**src/rtl/uart_param.sv**
```systemverilog
// uart_param: parameterised UART transmitter and receiver sharing one free-running baud tick.
// TX serialises start/data/parity/stop; RX synchronises the line and samples at bit centres.
module uart_param #(
  parameter int CLK_HZ     = 100000000,
  parameter int BAUD       = 115200,
  parameter int OVERSAMPLE = 16,
  parameter int DATA_BITS  = 8,
  parameter int PARITY     = 0,
  parameter int STOP_BITS  = 1
) (
  input  logic                 clk,
  input  logic                 rst,
  input  logic [DATA_BITS-1:0] tx_data,
  input  logic                 tx_valid,
  output logic                 tx_ready,
  output logic                 tx,
  input  logic                 rx,
  output logic [DATA_BITS-1:0] rx_data,
  output logic                 rx_valid,
  input  logic                 rx_ready,
  output logic                 rx_parity_err,
  output logic                 rx_frame_err,
  output logic                 rx_overrun
);
  localparam int DIV_RAW = CLK_HZ / (BAUD * OVERSAMPLE);
  localparam int DIV     = (DIV_RAW < 1) ? 1 : DIV_RAW;
  localparam int DW      = (DIV > 1) ? $clog2(DIV) : 1;
  localparam int OW      = $clog2(OVERSAMPLE);

  logic [DW-1:0] div_cnt;
  logic          tick;

  assign tick = (div_cnt == DW'(DIV - 1));

  always_ff @(posedge clk or posedge rst) begin
    if (rst)       div_cnt <= '0;
    else if (tick) div_cnt <= '0;
    else           div_cnt <= div_cnt + DW'(1);
  end

  // ---------------- transmitter ----------------
  typedef enum logic [2:0] {TX_IDLE, TX_START, TX_DATA, TX_PARITY, TX_STOP} tx_state_t;

  tx_state_t            tx_state, tx_state_nx;
  logic [OW-1:0]        tx_os, tx_os_nx;
  logic [3:0]           tx_bit, tx_bit_nx;
  logic [DATA_BITS-1:0] tx_shift, tx_shift_nx;
  logic                 tx_par, tx_par_nx;
  logic                 tx_nx;
  logic                 tx_bit_end;

  assign tx_bit_end = tick && (tx_os == OW'(OVERSAMPLE - 1));

  always_comb begin
    tx_state_nx = tx_state;
    tx_os_nx    = tx_os;
    tx_bit_nx   = tx_bit;
    tx_shift_nx = tx_shift;
    tx_par_nx   = tx_par;
    tx_nx       = tx;
    if (tx_state != TX_IDLE && tick)
      tx_os_nx = tx_bit_end ? '0 : tx_os + OW'(1);
    case (tx_state)
      TX_IDLE: begin
        tx_nx = 1'b1;
        if (tx_valid && tx_ready) begin
          tx_state_nx = TX_START;
          tx_shift_nx = tx_data;
          tx_par_nx   = (PARITY == 1) ? ~(^tx_data) : ^tx_data;
          tx_os_nx    = '0;
          tx_bit_nx   = '0;
          tx_nx       = 1'b0;
        end
      end
      TX_START: if (tx_bit_end) begin
        tx_state_nx = TX_DATA;
        tx_nx       = tx_shift[0];
        tx_shift_nx = tx_shift >> 1;
      end
      TX_DATA: if (tx_bit_end) begin
        if (tx_bit == 4'(DATA_BITS - 1)) begin
          tx_bit_nx = '0;
          if (PARITY != 0) begin
            tx_state_nx = TX_PARITY;
            tx_nx       = tx_par;
          end else begin
            tx_state_nx = TX_STOP;
            tx_nx       = 1'b1;
          end
        end else begin
          tx_bit_nx   = tx_bit + 4'd1;
          tx_nx       = tx_shift[0];
          tx_shift_nx = tx_shift >> 1;
        end
      end
      TX_PARITY: if (tx_bit_end) begin
        tx_state_nx = TX_STOP;
        tx_nx       = 1'b1;
      end
      TX_STOP: if (tx_bit_end) begin
        if (tx_bit == 4'(STOP_BITS - 1)) begin
          tx_state_nx = TX_IDLE;
          tx_bit_nx   = '0;
        end else begin
          tx_bit_nx = tx_bit + 4'd1;
        end
      end
      default: tx_state_nx = TX_IDLE;
    endcase
  end

  // Ready is registered from the next state so it rises the clock the stop bit ends.
  always_ff @(posedge clk or posedge rst) begin
    if (rst) begin
      tx_state <= TX_IDLE;
      tx_os    <= '0;
      tx_bit   <= '0;
      tx_shift <= '0;
      tx_par   <= 1'b0;
      tx       <= 1'b1;
      tx_ready <= 1'b0;
    end else begin
      tx_state <= tx_state_nx;
      tx_os    <= tx_os_nx;
      tx_bit   <= tx_bit_nx;
      tx_shift <= tx_shift_nx;
      tx_par   <= tx_par_nx;
      tx       <= tx_nx;
      tx_ready <= (tx_state_nx == TX_IDLE);
    end
  end

  // ---------------- receiver ----------------
  typedef enum logic [2:0] {RX_IDLE, RX_START, RX_DATA, RX_PARITY, RX_STOP} rx_state_t;

  rx_state_t            rx_state, rx_state_nx;
  logic [OW-1:0]        rx_os, rx_os_nx;
  logic [3:0]           rx_bit, rx_bit_nx;
  logic [DATA_BITS-1:0] rx_shift, rx_shift_nx;
  logic                 rx_par, rx_par_nx;
  logic                 rx_s1, rx_s2, rx_prev, rx_armed;
  logic                 rx_sample, rx_done;
  logic                 rx_par_exp, perr_calc, rx_hs;

  assign rx_sample = (rx_state == RX_START) ? (tick && rx_os == OW'(OVERSAMPLE / 2 - 1))
                                            : (tick && rx_os == OW'(OVERSAMPLE - 1));

  always_comb begin
    rx_state_nx = rx_state;
    rx_os_nx    = rx_os;
    rx_bit_nx   = rx_bit;
    rx_shift_nx = rx_shift;
    rx_par_nx   = rx_par;
    rx_done     = 1'b0;
    if (rx_state != RX_IDLE && tick)
      rx_os_nx = rx_sample ? '0 : rx_os + OW'(1);
    case (rx_state)
      RX_IDLE: if (rx_armed && rx_prev && !rx_s2) begin
        rx_state_nx = RX_START;
        rx_os_nx    = '0;
        rx_bit_nx   = '0;
      end
      RX_START: if (rx_sample) rx_state_nx = rx_s2 ? RX_IDLE : RX_DATA;
      RX_DATA: if (rx_sample) begin
        rx_shift_nx = {rx_s2, rx_shift[DATA_BITS-1:1]};
        if (rx_bit == 4'(DATA_BITS - 1)) begin
          rx_bit_nx   = '0;
          rx_state_nx = (PARITY != 0) ? RX_PARITY : RX_STOP;
        end else begin
          rx_bit_nx = rx_bit + 4'd1;
        end
      end
      RX_PARITY: if (rx_sample) begin
        rx_par_nx   = rx_s2;
        rx_state_nx = RX_STOP;
      end
      RX_STOP: if (rx_sample) begin
        rx_done     = 1'b1;
        rx_state_nx = RX_IDLE;
      end
      default: rx_state_nx = RX_IDLE;
    endcase
  end

  // A low stop bit disarms start detection until the line is seen high again.
  always_ff @(posedge clk or posedge rst) begin
    if (rst) begin
      rx_s1    <= 1'b1;
      rx_s2    <= 1'b1;
      rx_prev  <= 1'b1;
      rx_armed <= 1'b1;
      rx_state <= RX_IDLE;
      rx_os    <= '0;
      rx_bit   <= '0;
      rx_shift <= '0;
      rx_par   <= 1'b0;
    end else begin
      rx_s1    <= rx;
      rx_s2    <= rx_s1;
      rx_prev  <= rx_s2;
      if (rx_done && !rx_s2) rx_armed <= 1'b0;
      else if (rx_s2)        rx_armed <= 1'b1;
      rx_state <= rx_state_nx;
      rx_os    <= rx_os_nx;
      rx_bit   <= rx_bit_nx;
      rx_shift <= rx_shift_nx;
      rx_par   <= rx_par_nx;
    end
  end

  assign rx_par_exp = (PARITY == 1) ? ~(^rx_shift) : ^rx_shift;
  assign perr_calc  = (PARITY != 0) && (rx_par != rx_par_exp);
  assign rx_hs      = rx_valid && rx_ready;

  always_ff @(posedge clk or posedge rst) begin
    if (rst) begin
      rx_data       <= '0;
      rx_valid      <= 1'b0;
      rx_parity_err <= 1'b0;
      rx_frame_err  <= 1'b0;
      rx_overrun    <= 1'b0;
    end else if (rx_done && (!rx_valid || rx_hs)) begin
      rx_data       <= rx_shift;
      rx_valid      <= 1'b1;
      rx_parity_err <= perr_calc;
      rx_frame_err  <= !rx_s2;
      if (rx_hs) rx_overrun <= 1'b0;
    end else if (rx_done) begin
      rx_overrun <= 1'b1;
    end else if (rx_hs) begin
      rx_valid      <= 1'b0;
      rx_parity_err <= 1'b0;
      rx_frame_err  <= 1'b0;
      rx_overrun    <= 1'b0;
    end
  end

endmodule

```
**config.mk**
```make
export PLATFORM = sky130hd
export DESIGN_NAME = uart_param
export DESIGN_NICKNAME = d
export VERILOG_FILES = /design/src/rtl/uart_param.sv
export SDC_FILE = /design/constraint.sdc
export NUM_CORES = 1
export LEC_CHECK = 0
export CORE_ASPECT_RATIO = 1.4
export CORE_MARGIN = 3
export CORE_UTILIZATION = 57
export CTS_CLUSTER_SIZE = 25
export DETAILED_ROUTE_END_ITERATION = 8
export PLACE_DENSITY = 0.87
export SLEW_MARGIN = 25
export SYNTH_ARGS = -nofsm -noshare
export SYNTH_HDL_FRONTEND = slang
export SYNTH_SLANG_ARGS = --single-unit
```
**constraint.sdc**
```tcl
create_clock -name clk -period 2.85 [get_ports clk]
set_input_delay 0.4275 -clock clk [delete_from_list [all_inputs] [get_ports clk]]
set_output_delay 0.4275 -clock clk [all_outputs]
set_load 0.01 [all_outputs]
```
# --- Word-level counts from Yosys, hierarchy flattened ---
# Cells that the tools add are included.
op_classes:
  addsub: 5
  eq_ne: 27
  mux: 59
  n_reduce_logical: 33
op_table:
  columns: ["op", "count"]
  rows:
  - ["two-way mux 4 bit", 16]
  - ["two-way mux 3 bit", 13]
  - ["two-way mux 8 bit", 4]
  - ["case mux 3 bit (5 select lines)", 2]
  - ["inequality test 2 bit, second input constant", 12]
  - ["case mux 8 bit (3 select lines)", 1]
  - ["two-way mux 1 bit", 18]
  - ["adder 4 x 1 -> 4 bit, second input constant", 4]
  - ["== test 3 x 2 -> 1 bit, second input constant", 4]
  - ["== test 4 x 3 -> 1 bit, second input constant", 3]
  - ["case mux 4 bit (3 select lines)", 1]
  - ["nonzero test 3 bit", 4]
  - ["logical AND 1 bit", 11]
  - ["logical NOT 3 bit", 3]
  - ["== test 4 bit, second input constant", 2]
  - ["case mux 4 bit (2 select lines)", 1]
  - ["AND reduction 4 bit", 2]
  - ["adder 6 x 1 -> 6 bit, second input constant", 1]
  - ["== test 3 x 1 -> 1 bit, second input constant", 2]
  - ["== test 3 bit, second input constant", 2]
  - ["== test 6 bit, second input constant", 1]
  - ["two-way mux 6 bit", 1]
  - ["AND reduction 6 bit", 1]
  - ["nonzero test 2 bit", 3]
  - ["10 further kinds", 12]
totals:
  ff_bits: 62
  input_bits: 13
  output_inout_bits: 14
  elab_cells: 144

# --- Depth between registers and ports, before layout ---
logic_depth:
  word_depth: 8
  mapped_depth: 8
  depth_no_buf: 7

# --- Worst setup path after synthesis ---
# No wires, ideal clock.
synth_timing:
  kind: "register -> register"
  startpoint: "register div_cnt[1]"
  endpoint: "register rx_data[0]"
  t_arrival_ps: 1861
  path_slack_ps: 863
  path_stages_with_launch: 9
  path_buffers: 1
  period_less_slack_ps: 1987
  cell_sequence: "dfrtp_1 inv_1 ha_1 nand3b_4 nor3_2 nand4_4 nand2b_4 buf_6 mux2_4"
synth_via:
  elab_chain_len: 6
  word_cells_on_any_way: 7
synth_rtl:
  columns: ["item", "line_no", "source"]
  rows:
  - ["start, declared", "30", "logic [DW-1:0] div_cnt;"]
  - ["start signal, assigned", "38", "else div_cnt <= div_cnt + DW'(1);"]
  - ["== test 6 bit (*)", "33", "assign tick = (div_cnt == DW'(DIV - 1));"]
  - ["logical AND 1 bit (on tied branches)", "146, 145", null]
  - ["two-way mux 1 bit (*)", "145", "assign rx_sample = (rx_state == RX_START) ? (tick && rx_os == OW'(OVERSAMPLE / 2 - 1))"]
  - ["two-way mux 1 bit (*)", "177", "RX_STOP: if (rx_sample) begin"]
  - ["two-way mux 1 bit (*)", "157", "case (rx_state)"]
  - ["logical AND 1 bit (*)", "222", "end else if (rx_done && (!rx_valid || rx_hs)) begin"]
  - ["end signal, assigned", "223", "rx_data <= rx_shift;"]
  - ["end, declared", "18", "output logic [DATA_BITS-1:0] rx_data,"]
# Mark *: on every way between the ends. The rest lies on a longest branch, timed or not.
# A chain may end at the register's enable or synchronous reset.

# --- Worst setup path in the final report ---
layout_timing:
  startpoint: "register div_cnt[1]"
  endpoint: "register rx_bit[3]"
layout_via:
  elab_chain_len: 5
  word_cells_on_any_way: 6
layout_rtl:
  columns: ["item", "line_no", "source"]
  rows:
  - ["== test 6 bit (*)", "33", null]
  - ["logical AND 1 bit (on tied branches)", "146, 145", null]
  - ["two-way mux 1 bit (*)", "145", null]
  - ["inequality test 2 bit (no source line) (*)", null, null]
  - ["AND reduction 3 bit (no source line) (*)", null, null]
  - ["end signal, assigned", "205", "rx_bit <= rx_bit_nx;"]
  - ["end, declared", "138", "logic [3:0] rx_bit, rx_bit_nx;"]
# Marked as above.

==> results by group <==
Detailed routing
  – Number of nets with antenna violations after routing: 0
  – Number of search-and-repair iterations in the first detailed-routing pass: 4
  – DR vias/cell: 5.63
  – DRC Markers: 0
  – DRC violation total after the first TritonRoute iteration: 136
  – Routed wire per std cell: 13.8 µm
  – Vias after detailed routing: 2189
  – Detailed Route WL: 5360 µm

Power
  – Static leakage: 0.00167 µW
  – Total chip power: 2020 µW
  – Power per unit of standard cell area: 575 nW/µm²
  – Worst voltage drop across the vdd grid: 0.000474 V

Synth
  – Share of the synthesized area in the top cell type: 46.7%
  – Sequential share of the synthesized area: 51.1%
  – Commonest cells in the netlist: 56 x sky130_fd_sc_hd__dfrtp_1, 55 x sky130_fd_sc_hd__nand2_1, 24 x sky130_fd_sc_hd__o21ai_0
  – Share of synthesized flip-flops with an asynchronous set or reset: 100%
  – Mapped Nets: 312
  – Cell count after synthesis: 292
  – Mean Syn Cell Area: 10.3 µm²
  – Number of synthesis warnings: 0
  – Post-Syn Area: 3000 µm²
  – Synthesis-stage register bit count: 61
  – Most area-consuming cells after synthesis: sky130_fd_sc_hd__dfrtp_1 47%, sky130_fd_sc_hd__nand2_1 6.9%, sky130_fd_sc_hd__dfstp_2 4.4%
  – EDFF count, synth: 0
  – Cell with the most instances after synthesis: sky130_fd_sc_hd__dfrtp_1
  – Number of distinct standard cells referenced by the synthesized netlist: 52
  – Most area-hungry cell type in the Yosys netlist: sky130_fd_sc_hd__dfrtp_1
  – Commonest register cell after synthesis: sky130_fd_sc_hd__dfrtp_1

Finish
  – Layout overhead on the synthesized area: 17.3%
  – Antenna diode count: 0
  – Fraction of final layout cells with drive strength greater than 1: 13.2%
  – Final core utilization: 71.0%
  – Final layout net count: 340
  – Layout Cell Area excl Fill: 3520 µm²

Clocking
  – Library cell used as clock root buffer: sky130_fd_sc_hd__clkbuf_8
  – Clock buffers created by TritonCTS: 9
  – CTS tree: yes
  – Resized Gates After CTS: 0
  – Largest buffer count on any clock path: 2
  – # hold bufs at CTS: 0
  – Sink Count: 61
  – Total number of H-tree levels: 3
  – CTS clock-pin slew for the worst setup and hold paths: 0.07 ns
  – Clock latency at the later pin of the worst-skew pair: 0.34 ns
  – Number of buffers inserted by post-CTS setup repair: 0

Die
  – Cell row count: 30
  – Die Span Y: 91.8 µm
  – Area of the die: 6180 µm²
  – Num ports: 27
  – Core outline area: 4950 µm²
  – Starting Density: 60.5%
  – Die X-Extent: 67.3 µm

Timing
  – Headroom to the max-slew limit: 44.6%
  – Number of hold violations in the final report: 0
  – Final critical-path required period: 2.22 ns
  – Final setup TNS: 0 ns
  – Final max-slew violation count: 0
  – Number of failing setup endpoints in the final timing report: 0
  – RSZ-0062 raised after global routing: false
  – Worst-margin pin slew: 0.824 ns
  – Final-layout worst hold slack: 0.363 ns
  – Maximum clock rate: 451 MHz
  – Fin crit share: 77.8%
  – Maximum clock skew at final layout: 0.00902 ns

Critical path
  – Kind of start point of the critical path: register
  – Type of the setup path with the least slack: reg2reg
  – Data required time at the worst endpoint: 3.10 ns
  – Setup crit end kind: register
  – Worst Reg-to-Reg Cells: 7
  – Startpoint of the lowest-slack register-to-register path: div_cnt[1]
  – Launch point of the critical path: div_cnt[1]
  – Largest fanout on the critical path: 13
  – CP arrival: 2.46 ns

Global route
  – Initial antenna violation count: 0
  – Pin count of the biggest net entering global routing: 36
  – Wire length of the first global-routing pass: 9400 µm
  – Total routing usage reported by global routing: 19.8%
  – Remaining Overflow, GRT: 0
  – Via count of the first global-routing pass: 2134

Min path
  – Tightest Hold Check Type: reg2reg
  – Min-delay src: rx_s1
  – Worst hold stages: 0

Place
  – Count of buffers inserted at the top-level ports: 25
  – DP Area: 3290 µm²
  – GPL Wtd Cong: 0.812
  – Post-DP HPWL: 3960 µm

Run status
  – Result of the run: finished, final reports clean

Flow run
  – Max-cap violations: 0
-- layout by cell type (no fill, tap or decap), drive strengths merged, types with 2 or more instances in the layout --
cell,Yosys,final
nand3b,3,3
nor2b,3,3
inv,10,10
clkdlybuf4s50,0,25
mux2i,11,11
dfstp,5,5
a21o,3,3
bufinv,0,2
nor3b,3,3
nor3,9,9
clkinv,0,3
nand4,4,4
ha,7,7
and3,2,2
nand2,56,56
xnor2,5,5
and2,2,2
a21oi,5,5
o21ai,26,26
xor2,7,7
or3,3,3
nand2b,3,3
nand3,9,9
o22ai,2,2
o31ai,4,4
dfrtp,56,56
nor2,21,21
clkbuf,4,10
mux2,11,11
-- per-layer routing --
layer / track usage (%) / wire length [µm] / vias up
met4: 9.98 / 94 / 0
met3: 3.31 / 173 / 9
met5: 0 / 0 / -
li1: - / - / 1060
met1: 23.3 / 2240 / 1072
met2: 33.9 / 2850 / 48
-- state kept, by name, indices dropped and copies added, names as in the netlist, 3 cells and up --
signal and count:
rx_data 8, rx_shift 8, tx_shift 8, div_cnt 6
rx_bit 4, rx_os 4, tx_bit 4, tx_os 4
rx_state 3, tx_state 3
-- path summary, 6_finish.rpt --
kind / end / slack (ns)
max reg2reg: rx_bit[3] / 0.63
max in group asynchronous: rx_data[7] / 1.80
max: rx_bit[3] / 0.63
min reg2reg: rx_s2 / 0.36
min in group asynchronous: tx_bit[1] / 0.48
min: rx_s2 / 0.36
-- critical path, stage by stage, from the launching register on --
cell	delay (ns)
sky130_fd_sc_hd__dfrtp_1	0.41
sky130_fd_sc_hd__inv_1	0.07
sky130_fd_sc_hd__ha_1	0.21
sky130_fd_sc_hd__nand3b_4	0.13
sky130_fd_sc_hd__nor3_2	0.41
sky130_fd_sc_hd__nand3_1	0.43
sky130_fd_sc_hd__a21o_1	0.29
sky130_fd_sc_hd__o31ai_1	0.18
-- cell type report --
class | instances | area, µm²
Tap cell | 64 | 80.1
Timing Repair Buffer | 26 | 270
Multi-Input combinational cell | 212 | 1370
Clock inverter | 6 | 86.3
Fill cell | 376 | 1440
Clock buffer | 10 | 138
Inverter | 10 | 37.5
Sequential cell | 61 | 1530
-- where the power goes --
part           switching (µW)  internal, µW
Sequential               45.0           900
Clock                     328           514
Combinational             133           103
Total                     505          1520
-- stage by stage --
stage | setup slack [ns] | instances
after CTS | 0.640 | 389
after detailed placement | 0.633 | 373
after global routing | 0.447 | 389
final | 0.634 | 389
after global placement | 0.722 | 373
after floorplan | 0.863 | 292
-- logic make-up (layout without fill, tap and decap cells) --
kind of cell | count (synthesis) | count (layout) | share of synthesized area [%]
AO/OA/AOI/OAI | 48 | 48 | 9.52
adder cells (fa/ha/maj) | 7 | 7 | 2.92
AND/OR/NAND/NOR | 122 | 122 | 20.7
multiplexers | 22 | 22 | 8.81
buffers and inverters | 19 | 52 | 3.09
XOR/XNOR | 12 | 12 | 3.76
other | 1 | 1 | 0.125
flip-flops | 61 | 61 | 51.1
Note: power is estimated with default switching activity, not from simulation.
